[config.mk]
export PLATFORM = sky130hd
export DESIGN_NAME = scan_sel_seq
export DESIGN_NICKNAME = d
export VERILOG_FILES = /design/src/rtl/scan_pkg.sv /design/src/rtl/scan_sel_seq_dwell_timer.sv /design/src/rtl/scan_sel_seq.sv
export SDC_FILE = /design/constraint.sdc
export NUM_CORES = 1
export LEC_CHECK = 0
export CAP_MARGIN = 20
export CORE_AREA = 4 4 52 54
export DETAILED_ROUTE_END_ITERATION = 6
export DIE_AREA = 0 0 56 58
export DONT_BUFFER_PORTS = 1
export PLACE_DENSITY_LB_ADDON = 0.12
export SLEW_MARGIN = 20
export SYNTH_ARGS = -nofsm -noshare
export SYNTH_HDL_FRONTEND = slang
export SYNTH_HIERARCHICAL = 1
export SYNTH_SLANG_ARGS = --single-unit
[constraint.sdc]
create_clock -name clk -period 2.4 [get_ports clk]
set_input_delay 0.72 -clock clk [delete_from_list [all_inputs] [get_ports clk]]
set_output_delay 0.72 -clock clk [all_outputs]
set_load 0.005 [all_outputs]
[src/rtl/scan_pkg.sv]
// Package: scan_pkg
// Shared types, default parameters and channel-wrap helper for the
// scan_sel_seq channel-select sequencer.
package scan_pkg;

    // Default configuration
    localparam int SEL_W_DEF  = 3;
    localparam int NUM_CH_DEF = 8;
    localparam int DWELL_DEF  = 4;

    // State encoding
    localparam logic [1:0] ST_IDLE = 2'd0;
    localparam logic [1:0] ST_RUN  = 2'd1;
    localparam logic [1:0] ST_FIN  = 2'd2;

    typedef enum logic [1:0] {
        IDLE = ST_IDLE,
        RUN  = ST_RUN,
        FIN  = ST_FIN
    } state_t;

    // Widest select the helper handles; callers cast to their own width
    localparam int MAX_SEL_W = 16;
    typedef logic [MAX_SEL_W-1:0] ch_t;

    // Next channel with wrap at num_ch-1 (up) or at 0 (down)
    function automatic ch_t next_ch(input ch_t sel, input logic dir, input int num_ch);
        ch_t last;
        last = ch_t'(num_ch - 1);
        if (!dir) begin
            next_ch = (sel == last) ? '0 : sel + ch_t'(1);
        end else begin
            next_ch = (sel == '0) ? last : sel - ch_t'(1);
        end
    endfunction

endpackage

[src/rtl/scan_sel_seq_dwell_timer.sv]
// Module: dwell_timer
// Free-running modulo-DWELL counter; expire marks the last cycle of a dwell.
module dwell_timer #(
    parameter int DWELL = 4
) (
    input  logic clk,
    input  logic rst,
    input  logic clr,
    input  logic en,
    output logic expire
);

    localparam int            CW   = (DWELL > 1) ? $clog2(DWELL) : 1;
    localparam logic [CW-1:0] LAST = CW'(DWELL - 1);

    logic [CW-1:0] cnt;

    // Count 0..DWELL-1 while enabled, restart from 0 on clear
    // NOTE: state registers use non-blocking assignments so every flop samples pre-edge values.
    always_ff @(posedge clk or posedge rst) begin
        if (rst) begin
            cnt <= '0;
        end else if (clr) begin
            cnt <= '0;
        end else if (en) begin
            cnt <= (cnt == LAST) ? '0 : cnt + CW'(1);
        end
    end

    assign expire = (cnt == LAST);

endmodule

[src/rtl/scan_sel_seq.sv]
// Module: scan_sel_seq
// Channel-select sequencer feeding a SEL_W-to-2**SEL_W decoder. Holds each
// channel for DWELL cycles and scans NUM_CH channels up or down from start_ch.
// Optional feature macro: SCAN_PINGPONG_EN -- bounce between the ends of the
// channel range indefinitely instead of finishing after a single scan.
module scan_sel_seq
    import scan_pkg::*;
#(
    parameter int SEL_W  = SEL_W_DEF,
    parameter int NUM_CH = NUM_CH_DEF,
    parameter int DWELL  = DWELL_DEF
) (
    input  logic             clk,
    input  logic             rst,
    input  logic             start,
    input  logic             stop,
    input  logic             dir,
    input  logic [SEL_W-1:0] start_ch,
    output logic [SEL_W-1:0] sel,
    output logic             sel_vld,
    output logic             step,
    output logic             busy,
    output logic             done
);

    localparam logic [SEL_W-1:0] LAST_CH = SEL_W'(NUM_CH - 1);

    state_t           state;
    logic             dir_q;
    logic [SEL_W-1:0] ch_cnt;
    logic             expire;
    logic             tmr_clr;
    logic             tmr_en;
    logic [SEL_W-1:0] sel_adv;

    // Dwell timer runs only while scanning and sits at 0 otherwise
    assign tmr_en  = (state == RUN);
    assign tmr_clr = (state != RUN);

    dwell_timer #(
        .DWELL (DWELL)
    ) u_dwell_timer (
        .clk    (clk),
        .rst    (rst),
        .clr    (tmr_clr),
        .en     (tmr_en),
        .expire (expire)
    );

    assign sel_adv = SEL_W'(next_ch(ch_t'(sel), dir_q, NUM_CH));

`ifdef SCAN_PINGPONG_EN
    logic [SEL_W-1:0] sel_turn;

    // Neighbour of the end channel, stepping in the reversed direction
    assign sel_turn = SEL_W'(next_ch(ch_t'(sel), ~dir_q, NUM_CH));
`endif

    // Scan FSM with registered select, handshake and pulse outputs
    always_ff @(posedge clk or posedge rst) begin
        if (rst) begin
            state   <= IDLE;
            dir_q   <= 1'b0;
            ch_cnt  <= '0;
            sel     <= '0;
            sel_vld <= 1'b0;
            step    <= 1'b0;
            busy    <= 1'b0;
            done    <= 1'b0;
        end else begin
            step <= 1'b0;
            done <= 1'b0;
            case (state)
                IDLE: begin
                    if (start && !stop) begin
                        state   <= RUN;
                        sel     <= start_ch;
                        dir_q   <= dir;
                        ch_cnt  <= '0;
                        sel_vld <= 1'b1;
                        busy    <= 1'b1;
                    end
                end
                RUN: begin
                    if (stop) begin
                        state   <= IDLE;
                        sel_vld <= 1'b0;
                        busy    <= 1'b0;
                    end else if (expire) begin
                        if (ch_cnt != LAST_CH) begin
                            sel    <= sel_adv;
                            ch_cnt <= ch_cnt + SEL_W'(1);
                            step   <= 1'b1;
                        end else begin
`ifdef SCAN_PINGPONG_EN
                            // The end channel counts as the first of the next pass
                            dir_q  <= ~dir_q;
                            sel    <= sel_turn;
                            ch_cnt <= SEL_W'(1);
                            step   <= 1'b1;
                            done   <= 1'b1;
`else
                            state   <= FIN;
                            sel_vld <= 1'b0;
                            busy    <= 1'b0;
                            done    <= 1'b1;
`endif
                        end
                    end
                end
                FIN: begin
                    state <= IDLE;
                end
                default: begin
                    state <= IDLE;
                end
            endcase
        end
    end

endmodule
; ---- After elaboration in Yosys (flattened, before gate mapping)
; Cells that the tools add are included.
[op_classes]
mul = 0
add_sub_neg = 4
shift = 0
bitwise = 0
reduce_logical = 10
n_div = 0
magnitude_cmp = 0
n_eq_ne = 11
mux = 34
[ops]
columns = op, n
row1 = two-way mux 3 bit, 11
row2 = two-way mux 2 bit, 7
row3 = two-way mux 1 bit, 12
row4 = case mux 3 bit (2 select lines), 2
row5 = "inequality test 3 bit, second input constant", 3
row6 = "adder 3 x 1 -> 3 bit, second input constant", 2
row7 = "inequality test 2 bit, second input constant", 3
row8 = AND reduction 5 bit, 1
row9 = "inequality test 2 x 1 -> 1 bit, second input constant", 2
row10 = case mux 2 bit (2 select lines), 1
row11 = AND reduction 4 bit, 1
row12 = nonzero test 2 bit, 2
row13 = "== test 3 bit, second input constant", 1
row14 = logical NOT 3 bit, 1
row15 = AND reduction 3 bit, 1
row16 = "subtractor 3 x 1 -> 3 bit, second input constant", 1
row17 = "adder 2 x 1 -> 2 bit, second input constant", 1
row18 = "== test 2 x 1 -> 1 bit, second input constant", 1
row19 = "== test 2 bit, second input constant", 1
row20 = logical NOT 2 bit, 1
row21 = case mux 1 bit (2 select lines), 1
row22 = AND reduction 2 bit, 1
row23 = logical AND 1 bit, 1
row24 = logical NOT 1 bit, 1
[word_totals]
memories = 0
ram_bits = 0
register_bits = 14
latch_bits = 0
rom_bits = 0
word_cells = 67
inputBits = 8

; ---- Longest topological paths before layout
[depth]
ltp_word = 7
depth_mapped = 5
mapped_depth_nobuf = 5

; ---- Cells and area by module
; The synthesis kept the hierarchy.
[modules_own_cells]
columns = mod, cells_each, instances, area_per_inst_um2
row1 = scan_sel_seq, 61, 1, 641.9
row2 = dwell_timer, 9, 1, 103.8

; ---- Worst setup path before layout
; Ideal clock, no wire load.
[synth_timing]
path_type = input port to flip-flop
startpoint = input port stop
endpoint = register ch_cnt[0]
path_stages = 4
arrival_time_ps = 1503
n_path_buf = 1
setup_ps = 125
slack_ps = 773
cell_sequence = or2_1 > buf_2 > a21o_1 > mux2_2
[synth_via]
elab_chain_cells = 4
elab_cells_between_ends = 5
classes_between = eq/ne: 2 / reduce/logical: 3
[synth_rtl]
columns = item, line_no
row1 = from (decl), scan_sel_seq.sv:16  ; input logic stop,
row2 = logical NOT 1 bit, scan_sel_seq.sv:75  ; if (start && !stop) begin
row3 = logical AND 1 bit, scan_sel_seq.sv:75
row4 = inequality test 2 bit (no source line), -
row5 = AND reduction 5 bit (no source line) (*), -
row6 = to (signal assigned), scan_sel_seq.sv:92  ; ch_cnt <= ch_cnt + SEL_W'(1);
row7 = to (decl), scan_sel_seq.sv:30  ; logic [SEL_W-1:0] ch_cnt;
; Mark *: on every way between the ends. The rest lies on a longest branch, timed or not.
; A chain may end at the register's enable or synchronous reset.

; ---- Final worst setup path
[layout_timing]
startpoint = register sel[0]
endpoint = register sel[2]
[layout_via]
elab_chain_cells = 7
elab_cells_between_ends = 11
classes_between = add/sub: 2 / eq/ne: 1 / mux: 7 / reduce/logical: 1
[layout_rtl]
columns = item, line_no
row1 = from (decl), scan_sel_seq.sv:19  ; output logic [SEL_W-1:0] sel,
row2 = from (signal assigned), scan_sel_seq.sv:77  ; sel <= start_ch;
row3 = from (signal assigned), scan_sel_seq.sv:91  ; sel <= sel_adv;
row4 = "adder 3 x 1 -> 3 bit, or another cell as far along", scan_pkg.sv:31  ; next_ch = (sel == last) ? '0 : sel + ch_t'(1);
row5 = "two-way mux 3 bit, on equally long branches", "scan_pkg.sv:31, scan_pkg.sv:33"
row6 = two-way mux 3 bit (*), scan_pkg.sv:30  ; if (!dir) begin
row7 = two-way mux 3 bit (*), scan_sel_seq.sv:90  ; if (ch_cnt != LAST_CH) begin
row8 = two-way mux 3 bit (*), scan_sel_seq.sv:89  ; end else if (expire) begin
row9 = two-way mux 3 bit (*), scan_sel_seq.sv:85  ; if (stop) begin
row10 = case mux 3 bit (2 select lines) (*), scan_sel_seq.sv:73  ; case (state)
; Mark *: on every way between the ends. The rest lies on a longest branch, timed or not. The select of a mux whose other input is x is not followed.

==> results.cfg <==
[setup_path]
worstPathArrival_ns = 1.90
worst_setup_path_end_kind = flop
crit_fanout = 4
ff2ff_path_depth = 5
path_class = reg -> reg
startpoint_type = flop
worstPathRequired_ns = 2.59

[logic_synthesis]
ys_warn_count = 6
synth-compound-area-share = 0.168
avgSynthCellArea_um2 = 10.7
synth.net_count = 85
synth_seq_area_share = 0.470
synth_xor_area_frac = 0
muxShareOfSynthArea = 0.0436
netlist_area_um2 = 746
synth_cells = 70
synth_cell_types = 28
ys_ff_latch = 14
synth_top_family_by_area = compound AO/OA/AOI/OAI gates
synth-adder-area-share = 0.117
synthSimpleGateAreaFrac = 0.154

[detailed_routing]
routed_wirelength_um = 1510
top_layer_used = met4
dr.pass1.iters = 3
first_iter_violations = 5
wl_per_cell_um = 15.1
vias_per_cell = 5.14
dr_wl_met2_um = 750
vias = 514
route.layer.met1.wl_um = 647
drc = 0
ant_nets = 0
wl_met3_um = 77

[global_route]
grt_max_degree = 13
grt_usage = 0.101
grt_pass1_wl_um = 2450
first_global_vias = 511
globalRouteOverflowTotal = 0
antenna_found_initial = 0

[clocking]
cts_buffers = 3
cts_tree = built
cts_setup_buffers = 0
clock_sinks = 14
clock_latency_ns = 0.29
holdBufCountCts = 0
clk_pin_slew_worst_paths_ns = 0.10
ctsResizeCount = 0
cts_buffer_depth = 2
cts_root_buffer = clkbuf_4
cts-htree-levels = 1

[placed_design]
io_buffers = 0
dp_hpwl_um = 1190
placed_cells = 96
gp_congestion = 0.787

[die]
initial_core_util = 0.337
core_area_um2 = 2210
chipWidth_um = 56
io_pins = 15
die-area_um2 = 3250
die_y_um = 58
rows = 17

[timing]
min_period_over_period = 0.713
worst_pin_slew_ns = 0.465
skew_ns = 0.00538
tns_ns = 0
slew_headroom = 0.689
maxSlewViolCount = 0
min_period_ns = 1.71
rsz0062_at_grt = no
final-setup-viol-count = 0
max_freq_ghz = 0.585
hold_viol = 0

[power]
power_density_nw_per_um2 = 703
p_leak_nw = 0.395
peakVddDrop_v = 0.000357

[final_layout]
finalNonFillerCells = 100
fill_cells = 239
n_antenna_cell = 0
drive_gt1_frac = 0.111
fin_util = 0.364
area_delta_synth_final_pct = 7.89
fin_nets = 88

[min_path]
hp-class = in -> async

[job]
drv_cap = 0

[outcome]
status = finished, final reports clean
## flip-flops by register name (all words and copies together), names as in the netlist
name               cells
ch_cnt                 3
done                   1
step                   1
busy                   1
state                  2
dir_q                  1
sel                    3
u_dwell_timer/cnt      2
## layout by cell type (no fill, tap or decap), types with 2 or more instances in the layout
| cell | n |
|---|---|
| a21oi_1 | 3 |
| a22o_1 | 3 |
| a32oi_1 | 2 |
| clkbuf_4 | 3 |
| dfrtp_1 | 14 |
| ha_1 | 7 |
| inv_1 | 5 |
| mux2_2 | 2 |
| nand2_1 | 6 |
| nand2b_1 | 2 |
| nor2_1 | 4 |
| nor2b_1 | 3 |
| nor3_1 | 2 |
| o221ai_1 | 2 |
## layout make-up
cell class	count	area, µm²	share of cell area
flip-flops and latches	14	350	0.435
multi-input cells	48	360	0.448
inverters	6	22.5	0.0280
clock buffers	4	36.3	0.0451
well taps	28	35.0	0.0435
## final timing paths
kind | from | end | slack (ns)
min in group clk | stop | state[1] | 0.50
max | sel[0] | sel[2] | 0.69
max in group asynchronous | rst | step | 1.77
min reg2reg | ch_cnt[2] | ch_cnt[2] | 0.52
max reg2reg | sel[0] | sel[2] | 0.69
min | rst | u_dwell_timer/cnt[1] | 0.15
## power by group
| part | total, mW | leakage [nW] | internal, mW | switching [mW] |
|---|---|---|---|---|
| clock network | 0.179 | 0.0210 | 0.0925 | 0.0868 |
| registers | 0.283 | 0.181 | 0.255 | 0.0280 |
| logic | 0.103 | 0.193 | 0.0474 | 0.0557 |
## through the flow
stage | instance area [µm²] | hold slack, ns | power [mW] | setup slack, ns
finish | 805 | 0.152 | 0.566 | 0.690
global route | 805 | 0.146 | 0.597 | 0.624
CTS | 805 | 0.155 | 0.570 | 0.679
detailed placement | 768 | 0.475 | 0.393 | 0.697
global placement | 768 | 0.465 | 0.394 | 0.669
floorplan | 746 | 0.461 | 0.369 | 0.773
## Yosys cell counts
cell type	instances	area, µm²
nor3_1	2	10.0
nor2_1	4	15.0
nand2_1	6	22.5
a311o_1	1	10.0
or3b_1	1	8.76
a32oi_1	2	17.5
mux2_2	2	22.5
a21oi_1	3	15.0
inv_2	1	3.75
a21o_1	1	7.51
a21oi_2	1	8.76
nand2b_1	2	12.5
or3_1	1	6.26
a221oi_1	1	8.76
a22o_1	3	26.3
mux2i_1	1	10.0
dfrtp_1	14	350
buf_4	1	7.51
buf_2	1	5.00
a2bb2oi_1	1	8.76
inv_1	5	18.8
o21ai_0	1	5.00
and2b_1	1	7.51
or2_1	1	6.26
nand3b_1	1	7.51
nor2b_1	3	18.8
o221ai_1	2	17.5
ha_1	7	87.6
## logic make-up (layout without fill, tap and decap cells)
logic type | after synthesis | in the layout
buffers and inverters | 8 | 10
and+or+nand+nor | 22 | 22
muxes | 3 | 3
DFF | 14 | 14
adders and majority gates | 7 | 7
AOI/OAI and AO/OA | 16 | 16
## critical path, stage by stage, from the launching register on
cell     delay (ns)
dfrtp_1        0.42
inv_1          0.12
ha_1           0.22
or3_1          0.37
a311o_1        0.31
a22o_1         0.17
## per-layer routing
layer | track usage | vias to the layer above
met3 | 0.0423 | 4
li1 | - | 251
met1 | 0.113 | 252
met5 | 0 | -
met4 | 0.0712 | 0
met2 | 0.157 | 7
Note: power is estimated with default switching activity, not from simulation.
